## src/rtl/block_ram_nrw_if.sv

```systemverilog
// Request/response bundle for block_ram_nrw: one request and one response
// channel per port, each with valid and backpressure.
interface block_ram_nrw_if #(
  parameter int Width     = 8,
  parameter int AddrWidth = 8,
  parameter int NumPorts  = 2
);
  // Request word per port: {addr, wdata, wr}
  logic [NumPorts-1:0][Width+AddrWidth:0] req;
  logic [NumPorts-1:0]                    req_valid;
  logic [NumPorts-1:0]                    req_bp;
  logic [NumPorts-1:0][Width-1:0]         resp;
  logic [NumPorts-1:0]                    resp_valid;
  logic [NumPorts-1:0]                    resp_bp;

  modport master (
    output req, req_valid, resp_bp,
    input  req_bp, resp, resp_valid
  );

  modport slave (
    input  req, req_valid, resp_bp,
    output req_bp, resp, resp_valid
  );
endinterface

```

## src/rtl/block_ram_nrw.sv

```systemverilog
// N-port block RAM with one-cycle registered responses held under
// backpressure, lowest-port-wins write arbitration and selectable
// read-during-write behaviour (read-first or write-first).
module block_ram_nrw #(
  parameter string Name       = "",
  parameter int    Width      = 8,
  parameter int    Depth      = 8,
  parameter int    AddrWidth  = 8,
  parameter int    NumPorts   = 2,
  parameter int    WriteFirst = 0
) (
  input logic           clk,
  input logic           resetn,
  block_ram_nrw_if.slave bus
);

  localparam int IdxW = (Depth > 1) ? $clog2(Depth) : 1;
  localparam logic [AddrWidth:0] DepthLim = (AddrWidth+1)'(Depth);

  logic [Width-1:0] mem_q [Depth];

  logic [NumPorts-1:0][AddrWidth-1:0] addr;
  logic [NumPorts-1:0][IdxW-1:0]      idx;
  logic [NumPorts-1:0][Width-1:0]     wdata;
  logic [NumPorts-1:0]                in_rng;
  logic [NumPorts-1:0]                req_bp_int;
  logic [NumPorts-1:0]                acc;
  logic [NumPorts-1:0]                wr_en;
  logic [NumPorts-1:0]                win;
  logic [NumPorts-1:0]                fwd_hit;
  logic [NumPorts-1:0][Width-1:0]     fwd_data;
  logic [NumPorts-1:0][Width-1:0]     rdata;
  logic [NumPorts-1:0][Width-1:0]     resp_d, resp_q;
  logic [NumPorts-1:0]                resp_valid_d, resp_valid_q;

  // Stall a port while reset is active or its held response is blocked.
  assign req_bp_int = {NumPorts{~resetn}} | (resp_valid_q & bus.resp_bp);
  assign bus.req_bp = req_bp_int;

  // Split request words and qualify accepts and in-range writes.
  always_comb begin
    addr   = '0;
    idx    = '0;
    wdata  = '0;
    in_rng = '0;
    acc    = '0;
    wr_en  = '0;
    for (int unsigned p = 0; p < NumPorts; p++) begin
      addr[p]   = bus.req[p][Width+AddrWidth:Width+1];
      wdata[p]  = bus.req[p][Width:1];
      idx[p]    = addr[p][IdxW-1:0];
      in_rng[p] = ({1'b0, addr[p]} < DepthLim);
      acc[p]    = resetn & bus.req_valid[p] & ~req_bp_int[p];
      wr_en[p]  = acc[p] & bus.req[p][0] & in_rng[p];
    end
  end

  // A write loses to any lower-indexed write targeting the same address.
  always_comb begin
    win = wr_en;
    for (int unsigned p = 1; p < NumPorts; p++) begin
      for (int unsigned q = 0; q < p; q++) begin
        if (wr_en[q] && (addr[q] == addr[p])) begin
          win[p] = 1'b0;
        end
      end
    end
  end

  // Find the winning write data for each port's address this cycle.
  always_comb begin
    fwd_hit  = '0;
    fwd_data = '0;
    for (int unsigned p = 0; p < NumPorts; p++) begin
      for (int unsigned q = 0; q < NumPorts; q++) begin
        if (!fwd_hit[p] && wr_en[q] && (addr[q] == addr[p])) begin
          fwd_hit[p]  = 1'b1;
          fwd_data[p] = wdata[q];
        end
      end
    end
  end

  // Response data: zero out of range, else array word or forwarded write.
  always_comb begin
    rdata = '0;
    for (int unsigned p = 0; p < NumPorts; p++) begin
      if (in_rng[p]) begin
        if ((WriteFirst != 0) && fwd_hit[p]) begin
          rdata[p] = fwd_data[p];
        end else begin
          rdata[p] = mem_q[idx[p]];
        end
      end
    end
  end

  // Response register next state: load on accept, drain when not blocked.
  always_comb begin
    resp_d       = resp_q;
    resp_valid_d = resp_valid_q;
    for (int unsigned p = 0; p < NumPorts; p++) begin
      if (acc[p]) begin
        resp_d[p]       = rdata[p];
        resp_valid_d[p] = 1'b1;
      end else if (!bus.resp_bp[p]) begin
        resp_valid_d[p] = 1'b0;
      end
    end
  end

  // Response registers with synchronous active-low reset.
  always_ff @(posedge clk) begin
    if (!resetn) begin
      resp_q       <= '0;
      resp_valid_q <= '0;
    end else begin
      resp_q       <= resp_d;
      resp_valid_q <= resp_valid_d;
    end
  end

  // Array update; winners always hit distinct addresses, so order is moot.
  always_ff @(posedge clk) begin
    for (int unsigned p = 0; p < NumPorts; p++) begin
      if (win[p]) begin
        mem_q[idx[p]] <= wdata[p];
      end
    end
  end

  assign bus.resp       = resp_q;
  assign bus.resp_valid = resp_valid_q;

endmodule

```

## src/flat_wrapper.sv

```systemverilog
// flat-port wrapper written by rule: the top's interface ports become plain ports
module block_ram_nrw_flat 
#(
  parameter string Name       = "",
  parameter int    Width      = 8,
  parameter int    Depth      = 8,
  parameter int    AddrWidth  = 8,
  parameter int    NumPorts   = 2,
  parameter int    WriteFirst = 0
)
  (clk, resetn, bus_req, bus_req_valid, bus_resp_bp, bus_req_bp, bus_resp, bus_resp_valid);
  block_ram_nrw_if #(.Width(Width), .AddrWidth(AddrWidth), .NumPorts(NumPorts)) bus_i ();
  input logic clk;
  input logic resetn;
  input wire logic [$bits(bus_i.req)-1:0] bus_req;
  input wire logic [$bits(bus_i.req_valid)-1:0] bus_req_valid;
  input wire logic [$bits(bus_i.resp_bp)-1:0] bus_resp_bp;
  output wire logic [$bits(bus_i.req_bp)-1:0] bus_req_bp;
  output wire logic [$bits(bus_i.resp)-1:0] bus_resp;
  output wire logic [$bits(bus_i.resp_valid)-1:0] bus_resp_valid;
  assign bus_i.req = bus_req;
  assign bus_i.req_valid = bus_req_valid;
  assign bus_i.resp_bp = bus_resp_bp;
  assign bus_req_bp = bus_i.req_bp;
  assign bus_resp = bus_i.resp;
  assign bus_resp_valid = bus_i.resp_valid;
  block_ram_nrw #(.Name(Name), .Width(Width), .Depth(Depth), .AddrWidth(AddrWidth), .NumPorts(NumPorts), .WriteFirst(WriteFirst)) u_core (.clk(clk), .resetn(resetn), .bus(bus_i));
endmodule
```

## config.mk

```make
export PLATFORM = sky130hd
export DESIGN_NAME = block_ram_nrw_flat
export DESIGN_NICKNAME = d
export VERILOG_FILES = /design/src/rtl/block_ram_nrw_if.sv /design/src/rtl/block_ram_nrw.sv /design/src/flat_wrapper.sv
export SDC_FILE = /design/constraint.sdc
export NUM_CORES = 1
export LEC_CHECK = 0
export CAP_MARGIN = 15
export CORE_ASPECT_RATIO = 0.75
export CORE_MARGIN = 2
export CORE_UTILIZATION = 60
export DETAILED_ROUTE_END_ITERATION = 12
export PLACE_DENSITY_LB_ADDON = 0.05
export REMOVE_ABC_BUFFERS = 1
export SYNTH_ARGS = -nofsm -noshare
export SYNTH_HDL_FRONTEND = slang
export SYNTH_SLANG_ARGS = --single-unit
```

## constraint.sdc

```tcl
create_clock -name clk -period 4.3 [get_ports clk]
set_input_delay 0.86 -clock clk [delete_from_list [all_inputs] [get_ports clk]]
set_output_delay 0.86 -clock clk [all_outputs]
set_load 0.005 [all_outputs]
```

==> summary.txt <==
status: complete, no violations
Layout area overhead: 19.86%
wl on met1: 5.326 mm
setup TNS: 0 ns
gpl congestion: 0.9516
Post-synth top cells: edfxtp_1, mux2_4, mux2_1
CP max-delay cell: and3_1
CTS tree: done
IO Pins: 60
mapped cell area: 0.004877 mm^2
worst hold path type: reg2reg
First-pass DRT Iterations: 7
CP startpoint kind: input pin
Post-CTS Setup Inserts: 0
Worst Skew: 0.01365 ns
sequential share of the synthesized area: 0.4679
Worst Reg2Reg Path Length in Cells: 5
Fmax: 282.2 MHz
WP depth: 6
Worst setup EP type: flop
largest net degree at the start of global routing: 34
clock slew at reported path FFs: 0.09 ns
core area: 0.007883 mm^2
static leakage: 2.047 nW
slew margin rel.: 0.3036
hold depth: 2
largest cells by area after synthesis: edfxtp_1, mux2_4, mux4_2, dfxtp_1, mux2_1
via count of the first global-routing pass: 3373
peak per-stage delay on the critical path: 0.74 ns
synthesized instance count: 365
drc violations: 0
clk buf depth: 2
Top Layer Used: met4
worst-path fanout max: 14
unrepaired setup endpoints after global routing: no
Worst Path Required: 4.41 ns
WP data arrival: 3.65 ns
synthesized flop and latch total: 82
prevailing post-synth register cell: edfxtp_1
detailed-route wire length: 12.91 mm
pwr dens: 284.1 mW/mm^2
clock buffer count from CTS: 9
number of hold buffers added after cts: 0
vias per inst: 6.387
Post-synth EDFFs: 64
routed via count: 3481
Routed Antenna Nets: 0
Max Slew Vio Count: 0
antenna violations before repair: 0
first-pass GRT wire length: 19.67 mm
n_diodes: 0
Avg Cell Area, Syn: 13.36 um^2
VDD IR max: 0.1947 mV
Hold Fails Final Rpt: 0
CP Buf/Inv Count: 1
reg2reg setup slack: 1.67 ns
number of max-cap violations: 0
cell with the most instances after synthesis: edfxtp_1
YS warnings: 0
Synth top area share: 0.3940
I/O Buffers: 59
Least-Margin Pin Slew: 1.034 ns
Final Power: 0.001661 W
Tot GR Track Use: 0.3118
period utilization: 0.8241
die height: 82.08 um
final setup vio count: 0
Initial Utilization: 0.6187
minimum clock period: 3.544 ns
CTS root buffer: clkbuf_8
Crit path max-delay family: simple AND/OR/NAND/NOR gates
WL per Instance: 23.69 um
post-synthesis cell type count: 48
met3 wire len: 1.316 mm
dominant cell type by area after synthesis: edfxtp_1
Site Rows: 28
Worst Setup Path Type: in2reg
cts repair resizes: 0
layout cells sized above 1: 0.2409
GRT Residual Overflow: 0
Die ar.: 0.008873 mm^2
Final nets: 475
Layout fillers: 541
H-tree depth: 3
initial DRC count: 377
critical-path cell list: clkdlybuf4s50_1 -> a21boi_1 -> nand2_1 -> nor2_1 -> and3_1 -> mux2_4
clock sink count: 82
half-perimeter wire length after placement: 9.231 mm
ys async rst share: 0
met2 routed WL: 6.068 mm
Die Width: 108.1 um
Skew-Pair Late Insertion Delay: 0.36 ns
[metrics by stage]
stage          area (um^2)  instances    util  hold slack, ns  setup WS [ns]
5_1_grt               5846        545  0.7416          0.5069         0.5508
2_1_floorplan         4750        343       -          0.4599          1.271
6_report              5846        545  0.7416          0.4697         0.7565
3_5_place_dp          5628        528  0.7140          0.4611         0.4433
3_3_place_gp          5617        527  0.7125          0.4522         0.5194
4_1_cts               5834        544  0.7402          0.4742         0.8200
[layout make-up]
cell class,count,area (um^2),share of cell area
Tap cell,105,131.4,0.02247
Clock inverter,7,82.58,0.01413
Clock buffer,9,123.9,0.02119
Timing Repair Buffer,81,758.2,0.1297
Sequential cell,82,2282,0.3904
Inverter,3,11.26,0.001926
Multi-Input combinational cell,258,2456,0.4202
[routing by layer]
layer / track usage / up-vias
met4: 0.07821 / 0
li1: - / 1565
met3: 0.08095 / 16
met5: 0 / -
met2: 0.5132 / 208
met1: 0.4184 / 1692
[power by group]
group | switching, W | internal (W) | leakage [nW] | total, W
clock | 0.000317 | 0.000280 | 0.106 | 0.000596
combinational | 0.000100 | 0.000109 | 1.22 | 0.000209
sequential | 0.00000154 | 0.000854 | 0.721 | 0.000855
total | 0.000418 | 0.00124 | 2.05 | 0.00166
[cell usage in the layout, fill, tap and decap left out, types with 4 or more instances in the layout]
cell             netlist  routed
a211oi_1               5       5
a21boi_0               6       6
a21oi_1                7       7
a22oi_1                9       9
and2_1                 6       6
and3_1                 4       4
buf_4                  3      20
clkbuf_8               0       9
clkdlybuf4s50_1        0      58
dfxtp_1               18      18
edfxtp_1              64      64
mux2_1                28      28
mux2_2                10      10
mux2_4                32      32
mux2i_1               21      21
mux4_2                18      18
nand2_1               20      20
nand2b_1               4       4
nand3_1                7       7
nand4_1                7       7
nor2_1                10      10
nor2b_1               12      12
o21ai_0               12      12
xor2_1                 8       8
[worst reg2reg max path, delay by kind of cell, from the launching register on]
kind | cells | cell delay, ns
flip-flops | 1 | 0.34
AO/OA/AOI/OAI | 1 | 0.20
AND/OR/NAND/NOR | 3 | 1.48
multiplexers | 1 | 0.36
[registers in the layout, indices dropped and copies added, names as in the netlist]
| register | count |
|---|---|
| u_core.bus.resp | 16 |
| u_core.bus.resp_valid | 2 |
| u_core.mem_q | 64 |
[cells by family (layout without fill, tap and decap cells)]
family,count (synthesis),in the layout,share of synthesized area
muxes,109,109,0.3125
and+or+nand+nor,89,89,0.1070
DFF,82,82,0.4679
AOI/OAI and AO/OA,52,52,0.06978
buffers and inverters,25,100,0.02847
xor gates and xnor gates,8,8,0.01437
[final timing paths]
path / startpoint / end
min: u_core.bus.resp[1] / u_core.bus.resp[1]
min reg2reg: u_core.bus.resp[1] / u_core.bus.resp[1]
max reg2reg: u_core.bus.resp_valid[1] / u_core.mem_q[1][0]
max: resetn / u_core.mem_q[1][0]
Power figures use the tool's default switching activity.
